$ cat src/rtl/cc_tag_ctrl.sv
// Tag way-group sequencer: init sweep, fill/invalidate arbitration, retry and eviction handshake.
// Define CC_TAG_CTRL_STATS_EN to add saturating fill/evict/retry counters.
module cc_tag_ctrl #(
  parameter int unsigned ADDR_W    = 37,
  parameter int unsigned SETS_LOG2 = 6,
  parameter int unsigned MAX_RETRY = 3
) (
  input  logic              clk,
  input  logic              rst,
  input  logic              fill_req,
  input  logic [ADDR_W-1:0] fill_addr,
  output logic              fill_ack,
  input  logic              inv_req,
  input  logic [ADDR_W-1:0] inv_addr,
  output logic              inv_ack,
  output logic              tag_init,
  output logic              tag_write_wen,
  output logic              tag_invalidate,
  output logic [ADDR_W-1:0] tag_write_addr,
  input  logic              tag_write_hit,
  input  logic              tag_exp_en,
  input  logic [ADDR_W-1:0] tag_expun_addr,
  output logic              evict_valid,
  output logic [ADDR_W-1:0] evict_addr,
  input  logic              evict_ready,
  output logic              done_valid,
  output logic              done_inv,
  output logic              done_err,
  output logic              busy
`ifdef CC_TAG_CTRL_STATS_EN
  ,
  output logic [31:0]       stat_fill,
  output logic [31:0]       stat_evict,
  output logic [31:0]       stat_retry
`endif
);

  localparam int unsigned   RW_RAW    = $clog2(MAX_RETRY + 1);
  localparam int unsigned   RW        = (RW_RAW == 0) ? 1 : RW_RAW;
  localparam logic [RW-1:0] RETRY_MAX = RW'(MAX_RETRY);

  typedef enum logic [2:0] {
    S_INIT,
    S_DRAIN,
    S_IDLE,
    S_GRANT,
    S_ISSUE,
    S_RESP,
    S_EVICT
  } state_e;

  state_e               state_q;
  logic [SETS_LOG2-1:0] cnt_q;
  logic [SETS_LOG2-1:0] cnt_d;
  logic [RW-1:0]        retry_q;
  logic                 fair_q;
  logic                 kind_inv_q;
  logic [ADDR_W-1:0]    req_addr_q;

  logic              fill_ack_q, inv_ack_q, tag_init_q, tag_wen_q, tag_inv_q;
  logic [ADDR_W-1:0] tag_addr_q, evict_addr_q;
  logic              evict_valid_q, done_valid_q, done_inv_q, done_err_q, busy_q;

  logic grant_inv_d, grant_fill_d;

  // Invalidates win a tie unless the previous tie went to an invalidate.
  always_comb begin
    grant_inv_d  = inv_req & (~fill_req | ~fair_q);
    grant_fill_d = fill_req & ~grant_inv_d;
    cnt_d        = cnt_q + 1'b1;
  end

  // State advances on the falling edge so the tag arrays see stable controls at their own edge.
  always_ff @(negedge clk) begin
    fill_ack_q   <= 1'b0;
    inv_ack_q    <= 1'b0;
    tag_wen_q    <= 1'b0;
    tag_inv_q    <= 1'b0;
    done_valid_q <= 1'b0;
    done_inv_q   <= 1'b0;
    done_err_q   <= 1'b0;
    if (rst) begin
      state_q       <= S_INIT;
      cnt_q         <= '0;
      retry_q       <= '0;
      fair_q        <= 1'b0;
      kind_inv_q    <= 1'b0;
      req_addr_q    <= '0;
      tag_init_q    <= 1'b1;
      tag_addr_q    <= '0;
      evict_valid_q <= 1'b0;
      evict_addr_q  <= '0;
      busy_q        <= 1'b1;
    end else begin
      case (state_q)
        S_INIT: begin
          cnt_q <= cnt_d;
          if (cnt_q == '1) begin
            state_q    <= S_DRAIN;
            tag_init_q <= 1'b0;
            tag_addr_q <= '0;
          end else begin
            tag_addr_q <= ADDR_W'(cnt_d);
          end
        end
        S_DRAIN: begin
          cnt_q <= cnt_d;
          if (cnt_q[0]) begin
            state_q <= S_IDLE;
            busy_q  <= 1'b0;
          end
        end
        S_IDLE: begin
          if (grant_inv_d || grant_fill_d) begin
            state_q    <= S_GRANT;
            busy_q     <= 1'b1;
            retry_q    <= '0;
            kind_inv_q <= grant_inv_d;
            fill_ack_q <= grant_fill_d;
            inv_ack_q  <= grant_inv_d;
            req_addr_q <= grant_inv_d ? inv_addr : fill_addr;
            if (grant_inv_d && fill_req) fair_q <= 1'b1;
            else if (grant_fill_d)       fair_q <= 1'b0;
          end
        end
        S_GRANT: begin
          state_q    <= S_ISSUE;
          tag_wen_q  <= 1'b1;
          tag_inv_q  <= kind_inv_q;
          tag_addr_q <= req_addr_q;
        end
        S_ISSUE: begin
          state_q    <= S_RESP;
          tag_addr_q <= '0;
        end
        S_RESP: begin
          if (tag_write_hit) begin
            if (tag_exp_en) begin
              state_q       <= S_EVICT;
              evict_valid_q <= 1'b1;
              evict_addr_q  <= tag_expun_addr;
            end else begin
              state_q      <= S_IDLE;
              busy_q       <= 1'b0;
              done_valid_q <= 1'b1;
              done_inv_q   <= kind_inv_q;
            end
          end else if (retry_q != RETRY_MAX) begin
            state_q    <= S_ISSUE;
            retry_q    <= retry_q + 1'b1;
            tag_wen_q  <= 1'b1;
            tag_inv_q  <= kind_inv_q;
            tag_addr_q <= req_addr_q;
          end else begin
            state_q      <= S_IDLE;
            busy_q       <= 1'b0;
            done_valid_q <= 1'b1;
            done_inv_q   <= kind_inv_q;
            done_err_q   <= 1'b1;
          end
        end
        S_EVICT: begin
          if (evict_ready) begin
            state_q       <= S_IDLE;
            busy_q        <= 1'b0;
            evict_valid_q <= 1'b0;
            done_valid_q  <= 1'b1;
            done_inv_q    <= kind_inv_q;
          end
        end
        default: begin
          state_q    <= S_INIT;
          cnt_q      <= '0;
          tag_init_q <= 1'b1;
          tag_addr_q <= '0;
          busy_q     <= 1'b1;
        end
      endcase
    end
  end

  assign fill_ack       = fill_ack_q;
  assign inv_ack        = inv_ack_q;
  assign tag_init       = tag_init_q;
  assign tag_write_wen  = tag_wen_q;
  assign tag_invalidate = tag_inv_q;
  assign tag_write_addr = tag_addr_q;
  assign evict_valid    = evict_valid_q;
  assign evict_addr     = evict_addr_q;
  assign done_valid     = done_valid_q;
  assign done_inv       = done_inv_q;
  assign done_err       = done_err_q;
  assign busy           = busy_q;

`ifdef CC_TAG_CTRL_STATS_EN
  logic [31:0] stat_fill_q, stat_evict_q, stat_retry_q;

  always_ff @(negedge clk) begin
    if (rst) begin
      stat_fill_q  <= '0;
      stat_evict_q <= '0;
      stat_retry_q <= '0;
    end else begin
      if (done_valid_q && !done_inv_q && stat_fill_q != '1)
        stat_fill_q <= stat_fill_q + 32'd1;
      if (state_q == S_EVICT && evict_ready && stat_evict_q != '1)
        stat_evict_q <= stat_evict_q + 32'd1;
      if (state_q == S_RESP && !tag_write_hit && retry_q != RETRY_MAX && stat_retry_q != '1)
        stat_retry_q <= stat_retry_q + 32'd1;
    end
  end

  assign stat_fill  = stat_fill_q;
  assign stat_evict = stat_evict_q;
  assign stat_retry = stat_retry_q;
`endif

endmodule

$ cat config.mk
export PLATFORM = sky130hd
export DESIGN_NAME = cc_tag_ctrl
export DESIGN_NICKNAME = d
export VERILOG_FILES = /design/src/rtl/cc_tag_ctrl.sv
export SDC_FILE = /design/constraint.sdc
export NUM_CORES = 1
export LEC_CHECK = 0
export CORE_MARGIN = 3
export CORE_UTILIZATION = 30
export CTS_CLUSTER_SIZE = 30
export DETAILED_ROUTE_END_ITERATION = 12
export PLACE_DENSITY = 0.63
export SETUP_SLACK_MARGIN = 0.1
export SYNTH_ARGS = -nofsm -noshare
export SYNTH_HDL_FRONTEND = slang
export SYNTH_SLANG_ARGS = --single-unit
$ cat constraint.sdc
create_clock -name clk -period 1.85 [get_ports clk]
set_clock_uncertainty 0.2 [all_clocks]
set_input_delay 0.37 -clock clk [delete_from_list [all_inputs] [get_ports clk]]
set_output_delay 0.37 -clock clk [all_outputs]
set_load 0.02 [all_outputs]
==> results.toml, run 1 <==
[power]
combPwrFrac_pct = 9.3
switching_share_pct = 33.46
p_leak_nw = 4.888
ir_drop_mv = 0.6882
p_switching_mw = 2.792
power.density_mw_per_mm2 = 684.0
pwr-share-seq_pct = 34.0
power_mw = 8.345
intPower_mw = 5.553
pwr-share-clk_pct = 56.7

[synthesis]
async_flop_share_pct = 0
syn_area_per_cell_um2 = 8.660
ys_seq_area_share_pct = 47.95
yosysUniqueCellTypes = 60
synth_fp_nets = 766
synth_ff_type = "dfxtp_1"
netlist_instances = 646
ys_ff_latch = 134
synth_edf_count = 0
yosysWarnings = 0
netlist_area_mm2 = 0.005594

[sta]
hold_violations = 0
tightest_slew_ns = 0.3882
slew-limit-headroom_pct = 74.01
rsz0062_at_grt = "yes"
drv_slew = 0
setup_viol_count_final = 207
setup_slack_ns = -0.6271

[layout]
area_growth_pct = 118.1
antenna_cells = 0
fin_nets = 1194
stdcell_count = 1316
multi_input_area_mm2 = 0.003959
nFillCells = 1281
final-seq-area_mm2 = 0.002958
drive_above_1_share_pct = 53.08

[clock_tree]
clkTransAtPathRegs_ns = 0.09
clockRootBuffer = "clkbuf_16"
cts_tree = "yes"
cts_buffers = 17
clk_latency_ns = 0.46
clock_path_buffers = 2
cts_sinks = 134
htreeDepth = 4

[detailed_routing]
drcViolationCount = 0
vias = 6624
drtIter0Drc = 288
viasPerCell = 5.033
totalWireLength_um = 23930
ant_nets = 0
wl_per_cell_um = 18.18
dr.pass1.iters = 4

[worst_setup_path]
end_kind = "primary output"
crit_chain = "buf_6"
required_ns = 1.28
critPathMaxFanout = 2
critPathBufInv = 1
crit_slowest_cell = "dfxtp_4"
cp_top_family = "flip-flops"
critPathMaxStageDelay_ns = 0.36
cp_data_arrival_time_ns = 1.91
crit_type = "reg -> out"
start_kind = "flop"

[die]
die_area_mm2 = 0.02032
initial_core_util_pct = 30.83
num_rows = 49
core_region_area_mm2 = 0.01815
io_pins = 202
die_h_um = 142.6
die_w_um = 142.6

[grt]
grt_pass1_wl_um = 32490
grtUsageMet2_pct = 32.72
grt_max_degree = 54
use_met3_pct = 9.207
groute.layer.met1.usage_pct = 22.24
gr-total-overflow = 0
antenna_found_initial = 0
grt_usage_pct = 20.20
gr-max-usage-layer = "met2"
grt_pass1_vias = 6674

[outcome]
violations = "negative setup slack"
status = "finished, violations left"

[run]
cap_violations = 0

[place]
place_congestion = 0.8455
place_hpwl_um = 11860
dpl.cell_count = 1088
io_buffer_count = 201

[min_path]
hold_class = "reg -> reg"
registers in the layout (all words and copies together), names as in the netlist:
name,count
kind_inv_q,1
done_inv,1
fill_ack,1
inv_ack,1
tag_invalidate,1
fair_q,1
state_q,3
tag_write_wen,1
cnt_q,6
done_err,1
done_valid,1
retry_q,2
tag_init,1
req_addr_q,37
evict_valid,1
busy,1
evict_addr,37
tag_write_addr,37
routing by layer:
metal	vias up	wire (µm)
met5	-	0
met3	43	1654
met2	264	12430
met1	3170	9315
met4	0	533
li1	3147	-
through the flow:
| stage | cell area [µm²] | TNS (ns) | utilization (%) | setup WS [ns] | hold WS (ns) |
|---|---|---|---|---|---|
| global placement | 8617 | -191.94 | 47.48 | -1.254 | 0.2379 |
| floorplan | 6102 | -66.61 | - | -0.7833 | 0.2379 |
| global route | 12200 | -97.61 | 67.23 | -0.6400 | 0.2575 |
| CTS | 11200 | -93.29 | 61.74 | -0.5878 | 0.2537 |
| detailed placement | 8617 | -194.38 | 47.48 | -1.266 | 0.2444 |
| finish | 12200 | -92.75 | 67.23 | -0.6271 | 0.2482 |
power by group through the flow:
| stage | logic, mW | registers, mW | clock network, mW |
|---|---|---|---|
| 2_1_floorplan | 0.185 | 2.88 | 0.438 |
| 3_3_place_gp | 0.551 | 2.88 | 0.438 |
| 3_5_place_dp | 0.551 | 2.88 | 0.438 |
| 4_1_cts | 0.682 | 2.84 | 4.77 |
| 5_1_grt | 0.812 | 2.83 | 5.19 |
| 6_report | 0.776 | 2.84 | 4.73 |
cell usage after synthesis, drive strengths merged (3+ instances only):
library cell	n	area, µm²
a2111oi	4	35.03
a211oi	39	292.8
a21oi	86	441.7
a22o	8	70.07
and2	4	26.28
buf	33	229.0
clkbuf	17	73.82
dfxtp	134	2683
inv	4	15.01
mux2i	37	370.4
nand2	122	457.9
nand2b	3	18.77
nand3	37	185.2
nor2	53	198.9
nor2b	5	33.78
nor3	6	35.03
nor4b	3	32.53
o211ai	3	22.52
o21ai	9	45.04
area by class of cell:
type | count | share of cell area [%]
sequential | 134 | 24.24
tap | 229 | 2.348
timing repair buffer | 327 | 31.61
multi-input combinational | 456 | 32.45
clock inverter | 149 | 5.712
inverter | 4 | 0.1538
clock buffer | 17 | 3.487
cell families after synthesis:
group           synth area share, %
flops                         47.95
buf+inv                       5.905
fa+ha+maj                    0.4473
xor+xnor                     0.4698
mux                           6.621
simple gates                  20.29
compound gates                18.32
repair_timing:
item / in CTS / in global routing
resized for setup: 686 / 220
gates cloned: 16 / 5
hold buffers: 0 / 0
endpoints found under the setup margin: 212 / 217
pin swaps: 107 / 109
setup buffers: 33 / 22
worst paths after layout:
kind | start | end | slack (ns) | cells past startpoint
setup / recovery | evict_addr[1]$_SDFFE_NP0P_ | evict_addr[1] | -0.63 | 1
hold / removal | req_addr_q[17]$_SDFFE_NP0P_ | tag_write_addr[17]$_SDFFE_NP0P_ | 0.25 | 2
setup reg to reg | retry_q[1]$_SDFFE_NP0P_ | tag_write_addr[25]$_SDFFE_NP0P_ | -0.26 | 8
hold reg to reg | req_addr_q[17]$_SDFFE_NP0P_ | tag_write_addr[17]$_SDFFE_NP0P_ | 0.25 | 2
cells in the final DEF, fill, tap and decap left out, types with 4 or more instances in the layout:
master           count
buf_12              24
a211oi_2            27
a211oi_1            12
a21oi_2             65
buf_6              121
nand2_2             14
clkdlybuf4s50_1    111
buf_4               45
dfxtp_4             67
mux2i_2              8
a22o_1               8
nand3_4             10
mux2i_4             17
nand2_1             73
nor2_2               8
nand3_2             23
dfxtp_1             48
inv_8                7
inv_1              136
mux2i_1             12
nor2_4               4
clkbuf_16           21
a21oi_1             20
buf_8                8
nor2_1              41
dfxtp_2             19
buf_16              12
clkinv_8             4
nand3_1              4
nand2_4             35
Note: power is estimated with default switching activity, not from simulation.
==> inputs of run 2 (changes only) <==
- SKIP_CTS_REPAIR_TIMING: unset -> 1
- SLEW_MARGIN: unset -> 40
==> run 2 against run 1 <==
The flow still finishes with violations (negative setup slack). Via count fell by 2.0%. Worst setup slack improved by 0.029 ns. Worst hold slack gained 0.0085 ns. Utilization shrank 1.0 points. Sequential power is essentially flat. Critical path depth unchanged. Die area stayed put. Sequential share of layout area is 0.35 points higher. Highest routed layer unchanged. Routed wire length shrank 4.1%.
==> results.toml, run 2 (synthesized netlist as in run 1, its figures left out) <==
[outcome]
status = "finished, violations left"
violations = "negative setup slack"

[grt]
grt_usage_pct = 16.51
grt_pass1_vias = 5971
antenna_found_initial = 0
gr-total-overflow = 0
grt_max_degree = 54
grt_pass1_wl_um = 27170

[sta]
setup_viol_count_final = 211
rsz0062_at_grt = "yes"
hold_violations = 0
hold_ws_ns = 0.2567
setup_slack_ns = -0.5983
slew-limit-headroom_pct = 69.63
drv_slew = 0
tightest_slew_ns = 0.4521

[power]
p_leak_nw = 4.768
intPower_mw = 5.544
pwr-share-seq_pct = 34.1
p_switching_mw = 2.773
pwr-share-clk_pct = 56.8
switching_share_pct = 33.34
ir_drop_mv = 0.5789
combPwrFrac_pct = 9.1
power.density_mw_per_mm2 = 692.2

[worst_setup_path]
critPathBufInv = 1
end_kind = "primary output"
critPathMaxStageDelay_ns = 0.35
cp_top_family = "flip-flops"
crit_slowest_cell = "dfxtp_4"
crit_cells = 1
critPathMaxFanout = 2
cp_data_arrival_time_ns = 1.88
crit_type = "reg -> out"
rr_endpoint = "tag_write_addr[27]$_SDFFE_NP0P_"
reg2reg_slack_ns = -0.11
crit_chain = "buf_6"
timing.rr.start = "retry_q[0]$_SDFFE_NP0P_"
reg2reg_depth = 7
start_kind = "flop"
required_ns = 1.28

[die]
die_w_um = 142.6
core_region_area_mm2 = 0.01815
initial_core_util_pct = 30.83
die_area_mm2 = 0.02032
die_h_um = 142.6
io_pins = 202
num_rows = 49

[clock_tree]
cts_sinks = 134
htreeDepth = 4
cts_tree = "yes"
cts_buffers = 17
clock_path_buffers = 2
clk_latency_ns = 0.46
clkTransAtPathRegs_ns = 0.06
clockRootBuffer = "clkbuf_16"

[min_path]
whs_endpoint = "tag_write_addr[8]$_SDFFE_NP0P_"
hold_path_depth = 2
hp-start = "req_addr_q[8]$_SDFFE_NP0P_"
hold_class = "reg -> reg"

[layout]
antenna_cells = 0
drive_above_1_share_pct = 51.53
area_growth_pct = 114.8
final_common_cell = "inv_1"
nFillCells = 1358
utilization_pct = 66.22
final_cell_mix = "137 x inv_1, 111 x clkdlybuf4s50_1, 110 x buf_6"
fin_nets = 1184

[detailed_routing]
vias = 6494
viasPerCell = 4.972
ant_nets = 0
dr.pass1.iters = 4
wl_per_cell_um = 17.57
totalWireLength_um = 22940
drtIter0Drc = 295
drcViolationCount = 0

[place]
place_hpwl_um = 11860
io_buffer_count = 201
place_congestion = 0.8455

[run]
cap_violations = 0
## run 2: worst max-delay path by stage
stage                                         startpoint                               to
after detailed placement                   tag_write_hit  tag_write_addr[17]$_SDFFE_NP0P_
after global routing         evict_addr[12]$_SDFFE_NP0P_                   evict_addr[12]
after global placement                     tag_write_hit  tag_write_addr[11]$_SDFFE_NP0P_
after floorplan                            tag_write_hit  tag_write_addr[16]$_SDFFE_NP0P_
final                        evict_addr[12]$_SDFFE_NP0P_                   evict_addr[12]
after CTS                 tag_write_addr[1]$_SDFFE_NP0P_                tag_write_addr[1]
## run 2: cell type report
class | instances | area [µm²] | area share (%)
multi-input cells | 456 | 3871 | 32.22
repair buffers | 317 | 3766 | 31.34
flip-flops and latches | 134 | 2955 | 24.59
clock inverters | 149 | 696.9 | 5.800
clock buffers | 17 | 425.4 | 3.540
well taps | 229 | 286.5 | 2.384
inverters | 4 | 15.01 | 0.1249
## run 2: per-stage QoR
step           instance area, µm²  power, mW  instances  setup slack (ns)  setup TNS, ns
2_1_floorplan                6102      3.507        646           -0.7833         -66.61
3_3_place_gp                 8617      3.866       1088            -1.254        -191.94
3_5_place_dp                 8617      3.865       1088            -1.266        -194.38
4_1_cts                      9736      8.164       1253            -1.086        -173.70
5_1_grt                     12020      8.809       1306           -0.6209         -99.51
6_report                    12020      8.317       1306           -0.5983         -93.84
## run 2: per-layer routing
metal / wire (µm) / GRT usage [%] / up-vias
met2: 11350 / 25.62 / 262
met3: 1677 / 8.837 / 39
met4: 552 / 8.654 / 0
met5: 0 / 0 / -
li1: - / - / 3115
met1: 9358 / 18.29 / 3078
## run 2: power by group through the flow
| stage | sequential (mW) | combinational [mW] | clock [mW] |
|---|---|---|---|
| global placement | 2.88 | 0.551 | 0.438 |
| global route | 2.83 | 0.793 | 5.18 |
| CTS | 2.84 | 0.555 | 4.77 |
| detailed placement | 2.88 | 0.551 | 0.438 |
| finish | 2.84 | 0.756 | 4.73 |
| floorplan | 2.88 | 0.185 | 0.438 |
